### src/rtl/enc_pkg.sv
// Shared types and default widths for the encoder capture sequencer.
package enc_pkg;

  localparam int unsigned ENC_W  = 32;
  localparam int unsigned ENC_PW = 16;

  typedef enum logic [1:0] {
    IDLE,
    RUN,
    ARM,
    ZERO
  } enc_state_t;

endpackage

### src/rtl/sync_rise.sv
// N-flop synchronizer for an asynchronous pin followed by a registered
// rising-edge pulse (one clk wide).
module sync_rise #(
  parameter int unsigned N = 2
) (
  input  logic clk_i,
  input  logic rst_ni,
  input  logic d_i,
  output logic rise_o
);

  logic [N-1:0] sync_q;
  logic         last_q;
  logic         rise_q;

  always_ff @(posedge clk_i or negedge rst_ni) begin
    if (!rst_ni) begin
      sync_q <= '0;
      last_q <= 1'b0;
      rise_q <= 1'b0;
    end else begin
      sync_q <= {sync_q[N-2:0], d_i};
      last_q <= sync_q[N-1];
      rise_q <= sync_q[N-1] & ~last_q;
    end
  end

  assign rise_o = rise_q;

endmodule

### src/rtl/enc_capture_ctrl.sv
// Encoder sequencer: index homing (synchronous counter clear) plus periodic
// position/velocity snapshots handed out over valid/ready.
module enc_capture_ctrl
  import enc_pkg::*;
#(
  parameter int unsigned W  = ENC_W,
  parameter int unsigned PW = ENC_PW
) (
  input  logic          clk,
  input  logic          resetn,
  input  logic          enable,
  input  logic [PW-1:0] period,
  input  logic          home_arm,
  input  logic          index,
  input  logic [W-1:0]  count,
  output logic          enc_clr_n,
  output logic          homed,
  output logic [W-1:0]  snap_pos,
  output logic [W-1:0]  snap_vel,
  output logic          snap_valid,
  input  logic          snap_ready,
  output logic          overrun,
  input  logic          clr_overrun
);

  enc_state_t    state_q, state_d;
  logic [PW-1:0] presc_q, presc_d;
  logic [W-1:0]  prev_q, prev_d;
  logic [W-1:0]  pos_q, pos_d;
  logic [W-1:0]  vel_q, vel_d;
  logic          valid_q, valid_d;
  logic          overrun_q, overrun_d;
  logic          homed_q, homed_d;
  logic          clr_n_q, clr_n_d;
  logic          index_rise;
  logic          tick;

  sync_rise #(.N(2)) u_index_sync (
    .clk_i  (clk),
    .rst_ni (resetn),
    .d_i    (index),
    .rise_o (index_rise)
  );

  always_ff @(posedge clk or negedge resetn) begin
    if (!resetn) begin
      state_q   <= IDLE;
      presc_q   <= '0;
      prev_q    <= '0;
      pos_q     <= '0;
      vel_q     <= '0;
      valid_q   <= 1'b0;
      overrun_q <= 1'b0;
      homed_q   <= 1'b0;
      clr_n_q   <= 1'b1;
    end else begin
      state_q   <= state_d;
      presc_q   <= presc_d;
      prev_q    <= prev_d;
      pos_q     <= pos_d;
      vel_q     <= vel_d;
      valid_q   <= valid_d;
      overrun_q <= overrun_d;
      homed_q   <= homed_d;
      clr_n_q   <= clr_n_d;
    end
  end

  always_comb begin
    state_d = state_q;
    if (!enable) begin
      state_d = IDLE;
    end else begin
      case (state_q)
        IDLE:    state_d = RUN;
        RUN:     if (home_arm) state_d = ARM;
        ARM:     if (index_rise) state_d = ZERO;
        ZERO:    state_d = RUN;
        default: state_d = IDLE;
      endcase
    end
  end

  // Clear output is registered from the next state so it cannot glitch
  // while the state encoding switches.
  always_comb begin
    presc_d   = presc_q;
    prev_d    = prev_q;
    pos_d     = pos_q;
    vel_d     = vel_q;
    valid_d   = valid_q;
    overrun_d = overrun_q;
    homed_d   = homed_q;
    clr_n_d   = (state_d != ZERO);
    tick      = 1'b0;

    if (state_q == ZERO || (state_q == IDLE && state_d == RUN)) begin
      presc_d = period - PW'(1);
    end else if ((state_q == RUN || state_q == ARM) && period != '0) begin
      if (presc_q == '0) begin
        tick    = 1'b1;
        presc_d = period - PW'(1);
      end else begin
        presc_d = presc_q - PW'(1);
      end
    end

    if (state_q == RUN && state_d == ARM) homed_d = 1'b0;
    else if (state_q == ZERO)             homed_d = 1'b1;

    if (clr_overrun) overrun_d = 1'b0;

    // prev advances on every tick, even a dropped one, so each velocity
    // always covers exactly one period.
    if (state_q == ZERO) begin
      prev_d = '0;
    end else if (tick) begin
      prev_d = count;
    end

    if (tick) begin
      if (!valid_q || snap_ready) begin
        pos_d   = count;
        vel_d   = count - prev_q;
        valid_d = 1'b1;
      end else begin
        overrun_d = 1'b1;
      end
    end else if (valid_q && snap_ready) begin
      valid_d = 1'b0;
    end
  end

  assign enc_clr_n  = clr_n_q;
  assign homed      = homed_q;
  assign snap_pos   = pos_q;
  assign snap_vel   = vel_q;
  assign snap_valid = valid_q;
  assign overrun    = overrun_q;

endmodule

### config.mk
export PLATFORM = sky130hd
export DESIGN_NAME = enc_capture_ctrl
export DESIGN_NICKNAME = d
export VERILOG_FILES = /design/src/rtl/enc_pkg.sv /design/src/rtl/sync_rise.sv /design/src/rtl/enc_capture_ctrl.sv
export SDC_FILE = /design/constraint.sdc
export NUM_CORES = 1
export LEC_CHECK = 0
export CORE_MARGIN = 2
export CORE_UTILIZATION = 45
export DETAILED_ROUTE_END_ITERATION = 8
export PLACE_DENSITY = 0.7
export SYNTH_ARGS = -nofsm -noshare
export SYNTH_HDL_FRONTEND = slang
export SYNTH_HIERARCHICAL = 1
export SYNTH_SLANG_ARGS = --single-unit
### constraint.sdc
create_clock -name clk -period 5.75 [get_ports clk]
set_input_delay 1.15 -clock clk [delete_from_list [all_inputs] [get_ports clk]]
set_output_delay 1.15 -clock clk [all_outputs]
set_load 0.03 [all_outputs]
==> results of run 1 <==
state kept, by name, summed over array words and instances, names as in the netlist:
signal               count
enc_clr_n                1
homed                    1
overrun                  1
presc_q                 16
prev_q                  32
snap_pos                32
snap_valid               1
snap_vel                32
state_q                  2
u_index_sync/last_q      1
u_index_sync/rise_o      1
u_index_sync/sync_q      2
worst register-to-register path: cells and delay by family (launching register included):
kind	cells	cell delay, ns
compound gates	1	0.08
flops	1	0.42
simple gates	5	2.32
buf+inv	1	0.51
worst max path at each step:
stage / to / cells past startpoint
6_report: snap_vel[23] / 7
3_5_place_dp: snap_vel[23] / 7
3_3_place_gp: snap_vel[23] / 7
5_1_grt: snap_vel[23] / 7
4_1_cts: snap_vel[23] / 7
2_1_floorplan: snap_pos[31] / 6
through the flow:
step | utilization | instances
after floorplan | - | 739
after global placement | 0.5520 | 1048
after detailed placement | 0.5520 | 1048
after CTS | 0.5906 | 1080
after global routing | 0.5906 | 1080
final | 0.5906 | 1080
Yosys cell counts (5+ instances only):
cell / instances / area [sq um]
nor3_1: 32 / 160.2
a22o_1: 5 / 43.79
xor2_1: 19 / 166.4
mux2_2: 28 / 315.3
a31oi_1: 8 / 50.05
nand4_1: 6 / 37.54
inv_1: 47 / 176.4
a21oi_1: 43 / 215.2
mux2i_1: 5 / 50.05
nor3_2: 11 / 110.1
dfrtp_1: 121 / 3028
and3_1: 6 / 37.54
nand2b_1: 7 / 43.79
o21ai_0: 71 / 355.3
buf_2: 5 / 25.02
nor2_1: 37 / 138.9
a21o_1: 41 / 307.8
nand2_1: 77 / 289.0
nand3_1: 6 / 30.03
ha_1: 40 / 500.5
clkbuf_1: 14 / 52.55
xnor2_1: 25 / 219.0
o22ai_1: 8 / 50.05
or3_1: 6 / 37.54
mux2_1: 5 / 56.30
report_power, final:
part | switching (uW) | total (uW) | internal (uW) | leakage (uW)
Combinational | 960 | 1650 | 693 | 0.00221
Clock | 377 | 1080 | 700 | 0.000291
Sequential | 105 | 1140 | 1030 | 0.00164
Total | 1440 | 3870 | 2420 | 0.00414
kinds of logic (layout without fill, tap and decap cells):
kind of cell | after synthesis | in the layout
xor gates and xnor gates | 44 | 44
adders and majority gates | 41 | 41
and+or+nand+nor | 214 | 214
buffers and inverters | 75 | 205
DFF | 122 | 122
AOI/OAI and AO/OA | 205 | 205
muxes | 38 | 38
per-layer routing:
| metal | vias up | GRT usage |
|---|---|---|
| li1 | 2844 | - |
| met1 | 2808 | 0.2834 |
| met2 | 162 | 0.3638 |
| met3 | 23 | 0.05078 |
| met4 | 0 | 0.06831 |
| met5 | - | 0 |
cells in the final DEF (no fill, tap or decap), drive strengths merged, types with 4 or more instances in the layout:
cell type      synthesis  layout
nand3b                 4       4
a31oi                  8       8
nor3                  43      43
or3                    6       6
inv                   47      47
a21oi                 43      43
xnor2                 25      25
o21ai                 71      71
o211ai                 4       4
nand3                  6       6
ha                    40      40
nor2                  37      37
nand4                  7       7
clkdlybuf4s50          0     121
buf                   14       5
a21o                  41      41
clkinv                 0       5
nor2b                  5       5
mux2                  33      33
xor2                  19      19
nand2b                 7       7
mux2i                  5       5
o21bai                 4       4
and3                   6       6
a22o                   5       5
dfrtp                121     121
nand2                 77      77
clkbuf                14      23
o22ai                  8       8
final cells by class:
cell class | count | area (sq um) | area share
multi-input combinational | 542 | 3711 | 0.4103
sequential | 122 | 3054 | 0.3377
timing repair buffer | 126 | 1249 | 0.1381
clock buffer | 23 | 467.9 | 0.05174
tap | 211 | 264.0 | 0.02919
inverter | 47 | 176.4 | 0.01950
clock inverter | 9 | 122.6 | 0.01356
==> flow_metrics.py, run 1 <==
metrics = {
    "critical_path": {
        "critPathBufInv": 1,
        "critPathCaptureType": "flop",
        "r2r_cells": 7,
        "critical_path_class": "input port to flop",
        "rr_startpoint": "presc_q[6]",
        "critPathMaxStageDelay_ns": 0.67,
        "crit_family": "simple AND/OR/NAND/NOR gates",
        "r2r_slack_ns": 2.26,
        "cp.required_ns": 6.04,
        "r2r-end": "snap_vel[9]",
        "cp_cell_sequence": "clkdlybuf4s50_1 -> or4_4 -> or4b_4 -> o41ai_4 -> nor3_1 -> nand2_1 -> mux2_2",
        "cp_slowest_cell": "nand2_1",
        "cp_max_fo": 31,
        "arrival_ns": 4.44,
        "start_kind": "input port",
        "startpoint": "period[8]",
    },
    "synth": {
        "synth_cells": 739,
        "ys_ff_latch": 122,
        "synthArstFlopShare": 1.000,
        "muxShareOfSynthArea": 0.05951,
        "syn-cell-area_sq_um": 7086,
        "synth_fp_nets": 835,
        "yosys.cell_types.count": 61,
        "synth_compound_area_frac": 0.1806,
        "synth_top_family_by_area": "compound AO/OA/AOI/OAI gates",
        "yosys.area_share.simple": 0.1545,
        "avgSynthCellArea_sq_um": 9.588,
        "synth_edf_count": 0,
        "yosysWarnings": 6,
        "synth_xor_area_frac": 0.05439,
        "ys_seq_area_frac": 0.4310,
        "yosys.area_share.adder": 0.07346,
        "synthFlopType": "dfrtp_1",
    },
    "detailed_routing": {
        "wl_met1_microns": 7848,
        "highest_layer": "met4",
        "routedWlPerCell_microns": 16.01,
        "finalWirelength_microns": 17290,
        "routed_via_density": 5.405,
        "detail_route.iter0.violations": 319,
        "wl_met2_microns": 8425,
        "drt_pre_antenna_iters": 5,
        "dr_wl_met3_microns": 755,
        "vias": 5837,
        "ant_nets": 0,
        "drc": 0,
    },
    "worst_hold_path": {
        "worstHoldStart": "u_index_sync/sync_q[0]",
        "hold_path_depth": 0,
        "hold_path.class": "flop to flop",
        "hold_end": "u_index_sync/sync_q[1]",
    },
    "timing": {
        "clock.fmax_mhz": 241.0,
        "worst_slack_ns": 1.601,
        "tns_ns": 0,
        "skew_ns": 0.01143,
        "finalHoldViolCount": 0,
        "period_needed_ns": 4.149,
        "rsz0062_at_grt": "no",
        "finalCritPeriodShare": 0.7215,
        "worst_slew_pin_slew_ns": 0.9945,
        "hold_ws_ns": 0.3491,
        "slew_violations": 0,
        "worst_slew_margin_rel": 0.3370,
        "final-setup-viol-count": 0,
    },
    "cells_and_area": {
        "num_antenna_cells": 0,
        "area_growth_pct": 27.65,
        "finish.net_count": 952,
        "fillCellCount": 1312,
        "design_area_sq_um": 9045,
        "drive_gt1_frac": 0.09436,
    },
    "grt": {
        "grt_max_degree": 77,
        "grt_use_total": 0.2181,
        "grt_pass1_vias": 5889,
        "grt_pass1_wl_microns": 28910,
        "antenna_found_initial": 0,
        "grt_overflow": 0,
    },
    "cts": {
        "clk_latency_ns": 0.41,
        "cts_buffers": 17,
        "clkTransAtPathRegs_ns": 0.05,
        "clock_sinks": 122,
        "clk_path_buf_depth": 2,
        "cts_setup_buffers": 0,
        "h-tree-depth": 4,
        "cts_resized": 0,
        "cts_hold_buf": 0,
        "cts_root_buf": "clkbuf_16",
        "cts_tree": "yes",
    },
    "place": {
        "hpwl_microns": 12350,
        "place_area_sq_um": 8454,
        "pre_cts_ws_ns": 1.168,
        "portBuffers": 122,
        "gp_congestion": 0.8975,
    },
    "die": {
        "core-area_sq_um": 15310,
        "die_w_microns": 129.5,
        "ios": 123,
        "rows": 45,
        "die_h_microns": 129.5,
        "dieArea_sq_um": 16770,
        "start_util": 0.4627,
    },
    "power": {
        "leakage_uw": 0.004141,
        "power_density_nw_per_um2": 427.4,
        "p_total_uw": 3866,
        "ir_drop_mv": 0.2230,
    },
    "outcome": {
        "status": "finished, final reports clean",
    },
    "job": {
        "cap_violations": 0,
    },
}
No activity file was read; power rests on OpenSTA's default activity.
==> run 2, diff against run 1 <==
clock period = 4.1 ns   (was 5.75 ns; I/O delays follow)
==> flow_metrics.py, run 2 (same netlist as run 1, synthesis figures left out) <==
metrics = {
    "detailed_routing": {
        "routedWlPerCell_microns": 16.19,
        "detail_route.iter0.violations": 375,
        "routed_via_density": 5.528,
        "ant_nets": 0,
        "vias": 6014,
        "finalWirelength_microns": 17610,
        "drt_pre_antenna_iters": 5,
        "drc": 0,
    },
    "power": {
        "power_density_nw_per_um2": 612.9,
        "p_total_uw": 5633,
        "ir_drop_mv": 0.3158,
        "leakage_uw": 0.004207,
    },
    "timing": {
        "finalHoldViolCount": 0,
        "finalCritPeriodShare": 0.8382,
        "clock.fmax_mhz": 291.0,
        "skew_ns": 0.009627,
        "slew_violations": 0,
        "worst_slew_pin_slew_ns": 0.8510,
        "tns_ns": 0,
        "rsz0062_at_grt": "no",
        "period_needed_ns": 3.437,
        "worst_slew_margin_rel": 0.4327,
        "hold_ws_ns": 0.3599,
        "final-setup-viol-count": 0,
    },
    "cells_and_area": {
        "drive_gt1_frac": 0.1060,
        "fin_util": 0.6002,
        "finish.net_count": 960,
        "fillCellCount": 1348,
        "area_growth_pct": 29.72,
        "num_antenna_cells": 0,
        "mostFrequentLayoutCells": "dfrtp_1 (121), clkdlybuf4s50_1 (121), nand2_1 (77)",
    },
    "place": {
        "hpwl_microns": 12790,
        "gp_congestion": 0.8811,
        "portBuffers": 122,
    },
    "cts": {
        "clock_sinks": 122,
        "cts_hold_buf": 0,
        "cts_tree": "yes",
        "clk_latency_ns": 0.43,
        "cts_setup_buffers": 0,
        "clk_path_buf_depth": 2,
        "clkTransAtPathRegs_ns": 0.05,
        "cts_buffers": 17,
        "cts_root_buf": "clkbuf_16",
        "cts_resized": 0,
        "h-tree-depth": 4,
    },
    "critical_path": {
        "r2r_cells": 11,
        "critical_path_class": "input port to flop",
        "rr_startpoint": "prev_q[1]",
        "crit_family": "simple AND/OR/NAND/NOR gates",
        "critPathCaptureType": "flop",
        "cp_max_fo": 57,
        "arrival_ns": 3.80,
        "critPathMaxStageDelay_ns": 0.56,
        "r2r-end": "snap_vel[23]",
        "cp.required_ns": 4.46,
        "cp_slowest_cell": "or4_4",
        "critPathBufInv": 1,
        "cp_cell_sequence": "clkdlybuf4s50_1 -> or4_4 -> or4b_4 -> o41ai_4 -> nor3_2 -> and2_4 -> nor3_1 -> a21o_1",
        "start_kind": "input port",
        "r2r_slack_ns": 1.22,
    },
    "die": {
        "die_w_microns": 129.5,
        "die_h_microns": 129.5,
        "dieArea_sq_um": 16770,
        "core-area_sq_um": 15310,
        "start_util": 0.4627,
        "rows": 45,
        "ios": 123,
    },
    "outcome": {
        "status": "finished, final reports clean",
    },
    "grt": {
        "grt_max_degree": 67,
        "grt_pass1_vias": 6037,
        "grt_overflow": 0,
        "grt_use_total": 0.2181,
        "grt_pass1_wl_microns": 28900,
        "antenna_found_initial": 0,
    },
    "worst_hold_path": {
        "worstHoldStart": "u_index_sync/sync_q[0]",
        "hold_path.class": "flop to flop",
        "hold_end": "u_index_sync/sync_q[1]",
        "hold_path_depth": 0,
    },
    "job": {
        "cap_violations": 0,
    },
}
[run 2: changes by cell type in the layout (fill, tap and decap cells not counted)]
cell        change
clkinvlp_4      +3
buf_12          +2
clkbuf_1        -3
bufinv_16       +2
clkinv_2        -2
buf_4           +6
[run 2: worst reg2reg max path, delay by kind of cell, from the launching register on]
kind / cells / cell delay (ns)
AOI/OAI and AO/OA: 4 / 1.07
xor gates and xnor gates: 1 / 0.11
adders and majority gates: 1 / 0.27
buffers and inverters: 2 / 0.25
DFF: 1 / 0.37
muxes: 1 / 0.27
and+or+nand+nor: 2 / 0.43
[run 2: layer usage]
metal	vias up	GRT usage	part of all wire
met5	-	0	0
met1	2913	0.2705	0.44
li1	2872	-	-
met2	196	0.3743	0.49
met3	33	0.04294	0.048
met4	0	0.08855	0.020
[run 2: worst max path at each step]
stage	startpoint	end	slack [ns]	cells past startpoint
2_1_floorplan	period[10]	snap_pos[31]	0.93	6
3_3_place_gp	period[8]	prev_q[19]	0.36	8
3_5_place_dp	period[8]	prev_q[18]	0.28	8
4_1_cts	period[8]	prev_q[30]	0.71	8
5_1_grt	period[8]	prev_q[30]	0.54	8
6_report	period[8]	prev_q[30]	0.66	8
[run 2: power breakdown]
part / leakage, uW / switching (uW) / internal [uW] / total [uW]
registers: 0.00164 / 148 / 1450 / 1590
clock network: 0.000308 / 543 / 1110 / 1650
logic: 0.00226 / 1380 / 1010 / 2390
[run 2: layout make-up]
type | instances | area (sq um) | share of cell area
multi-input cells | 542 | 3711 | 0.4038
well taps | 211 | 264.0 | 0.02872
flip-flops and latches | 122 | 3054 | 0.3323
inverters | 47 | 176.4 | 0.01919
clock buffers | 20 | 456.7 | 0.04969
clock inverters | 12 | 195.2 | 0.02124
repair buffers | 134 | 1334 | 0.1451
[run 2: metrics by stage]
stage | cell area [sq um] | cells | setup WS [ns]
final | 9191 | 1088 | 0.6633
after global routing | 9191 | 1088 | 0.5369
after CTS | 9191 | 1088 | 0.7095
after detailed placement | 8539 | 1056 | 0.2761
after global placement | 8539 | 1056 | 0.3603
after floorplan | 7086 | 739 | 0.9319
==> run 3, diff against run 2 <==
clock period = 3.3 ns   (was 4.1 ns; I/O delays follow)
==> flow_metrics.py, run 3 (same netlist as run 1, synthesis figures left out) <==
metrics = {
    "outcome": {
        "status": "finished, final reports clean",
    },
    "grt": {
        "grt_pass1_vias": 6186,
        "grt_overflow": 0,
        "grt_use_total": 0.2235,
        "antenna_found_initial": 0,
        "grt_pass1_wl_microns": 29660,
        "grt_max_degree": 52,
    },
    "cells_and_area": {
        "num_antenna_cells": 0,
        "drive_gt1_frac": 0.1504,
        "finish.net_count": 1007,
        "register_area_sq_um": 3054,
        "multiInputGateArea_sq_um": 3711,
        "mostFrequentLayoutCells": "dfrtp_1 (121), clkdlybuf4s50_1 (121), nand2_1 (77)",
        "fin_util": 0.6213,
        "area_growth_pct": 34.29,
        "fillCellCount": 1266,
    },
    "place": {
        "gp_congestion": 0.9007,
        "hpwl_microns": 13500,
        "portBuffers": 122,
    },
    "timing": {
        "worst_slew_pin_slew_ns": 0.6781,
        "finalCritPeriodShare": 0.9271,
        "final-setup-viol-count": 0,
        "rsz0062_at_grt": "no",
        "slew_violations": 0,
        "clock.fmax_mhz": 326.9,
        "period_needed_ns": 3.059,
        "worst_slew_margin_rel": 0.5479,
        "finalHoldViolCount": 0,
        "skew_ns": 0.006452,
    },
    "cts": {
        "cts_resized": 0,
        "clock_sinks": 122,
        "cts_setup_buffers": 0,
        "cts_root_buf": "clkbuf_16",
        "clk_path_buf_depth": 2,
        "h-tree-depth": 4,
        "clkTransAtPathRegs_ns": 0.06,
        "clk_latency_ns": 0.42,
        "cts_hold_buf": 0,
        "cts_tree": "yes",
        "cts_buffers": 17,
    },
    "critical_path": {
        "crit_family": "simple AND/OR/NAND/NOR gates",
        "cp_num_cells": 7,
        "r2r_cells": 8,
        "cp_cell_sequence": "clkdlybuf4s50_1 -> or4_4 -> or4b_4 -> o41a_1 -> nand4_4 -> buf_12 -> mux2_2",
        "cp.required_ns": 3.60,
        "cp_slowest_cell": "or4_4",
        "critPathCaptureType": "flop",
        "critPathBufInv": 2,
        "critical_path_class": "input port to flop",
        "start_kind": "input port",
        "cp_max_fo": 21,
        "arrival_ns": 3.36,
        "critPathMaxStageDelay_ns": 0.54,
    },
    "detailed_routing": {
        "routedWlPerCell_microns": 15.77,
        "drc": 0,
        "detail_route.iter0.violations": 326,
        "vias": 6102,
        "routed_via_density": 5.376,
        "ant_nets": 0,
        "drt_pre_antenna_iters": 4,
        "finalWirelength_microns": 17900,
    },
    "die": {
        "rows": 45,
        "core-area_sq_um": 15310,
        "die_w_microns": 129.5,
        "die_h_microns": 129.5,
        "ios": 123,
        "start_util": 0.4627,
        "dieArea_sq_um": 16770,
    },
    "power": {
        "p_seq_frac": 0.285,
        "switching_share": 0.3734,
        "leakage_uw": 0.004422,
        "combPwrFrac": 0.457,
        "intPower_uw": 4345,
        "ir_drop_mv": 0.4977,
        "p_total_uw": 6934,
        "power_density_nw_per_um2": 728.8,
        "power.share.clock": 0.258,
        "p_sw_uw": 2589,
    },
    "job": {
        "cap_violations": 0,
    },
    "worst_hold_path": {
        "hold_path.class": "input port to asynchronous set/reset pin",
    },
}
-- run 3: cell type report --
type | count | area share
Timing Repair Buffer | 181 | 0.1838
Clock inverter | 13 | 0.01341
Inverter | 47 | 0.01854
Multi-Input combinational cell | 542 | 0.3900
Tap cell | 211 | 0.02774
Clock buffer | 19 | 0.04550
Sequential cell | 122 | 0.3210
-- run 3: power by group through the flow --
stage / clock network (uW) / logic, uW / registers, uW
after floorplan: 0 / 2110 / 2000
after global placement: 0 / 3040 / 1980
after detailed placement: 0 / 3130 / 1990
after CTS: 1820 / 3160 / 1970
after global routing: 1890 / 3510 / 2010
final: 1790 / 3170 / 1980
-- run 3: final timing paths --
| check | startpoint | slack, ns | end |
|---|---|---|---|
| max | period[10] | 0.24 | snap_pos[13] |
| min | resetn | 0.28 | snap_pos[14] |
| max reg2reg | presc_q[0] | 0.57 | presc_q[13] |
| min reg2reg | u_index_sync/sync_q[0] | 0.36 | u_index_sync/sync_q[1] |
| max in group asynchronous | resetn | 2.09 | enc_clr_n |
| min in group clk | u_index_sync/sync_q[0] | 0.36 | u_index_sync/sync_q[1] |
-- run 3: metrics by stage --
stage                     TNS (ns)  cells  worst slack [ns]  hold slack [ns]  instance area, sq um
after floorplan                  0    739            0.2919           0.3312                  7086
after global placement      -8.017   1103           -0.1454           0.3374                  8955
after detailed placement    -10.06   1103           -0.1869           0.3484                  8955
after CTS                        0   1135            0.2506           0.2913                  9515
after global routing             0   1135           0.07767           0.3161                  9515
final                            0   1135            0.2407           0.2757                  9515
-- run 3: routing by layer --
metal,up-vias,global-route usage,wire length [microns]
met5,-,0,0
met4,0,0.07843,260
met3,21,0.05120,863
met2,162,0.3765,8827
met1,2962,0.2840,7949
li1,2957,-,-
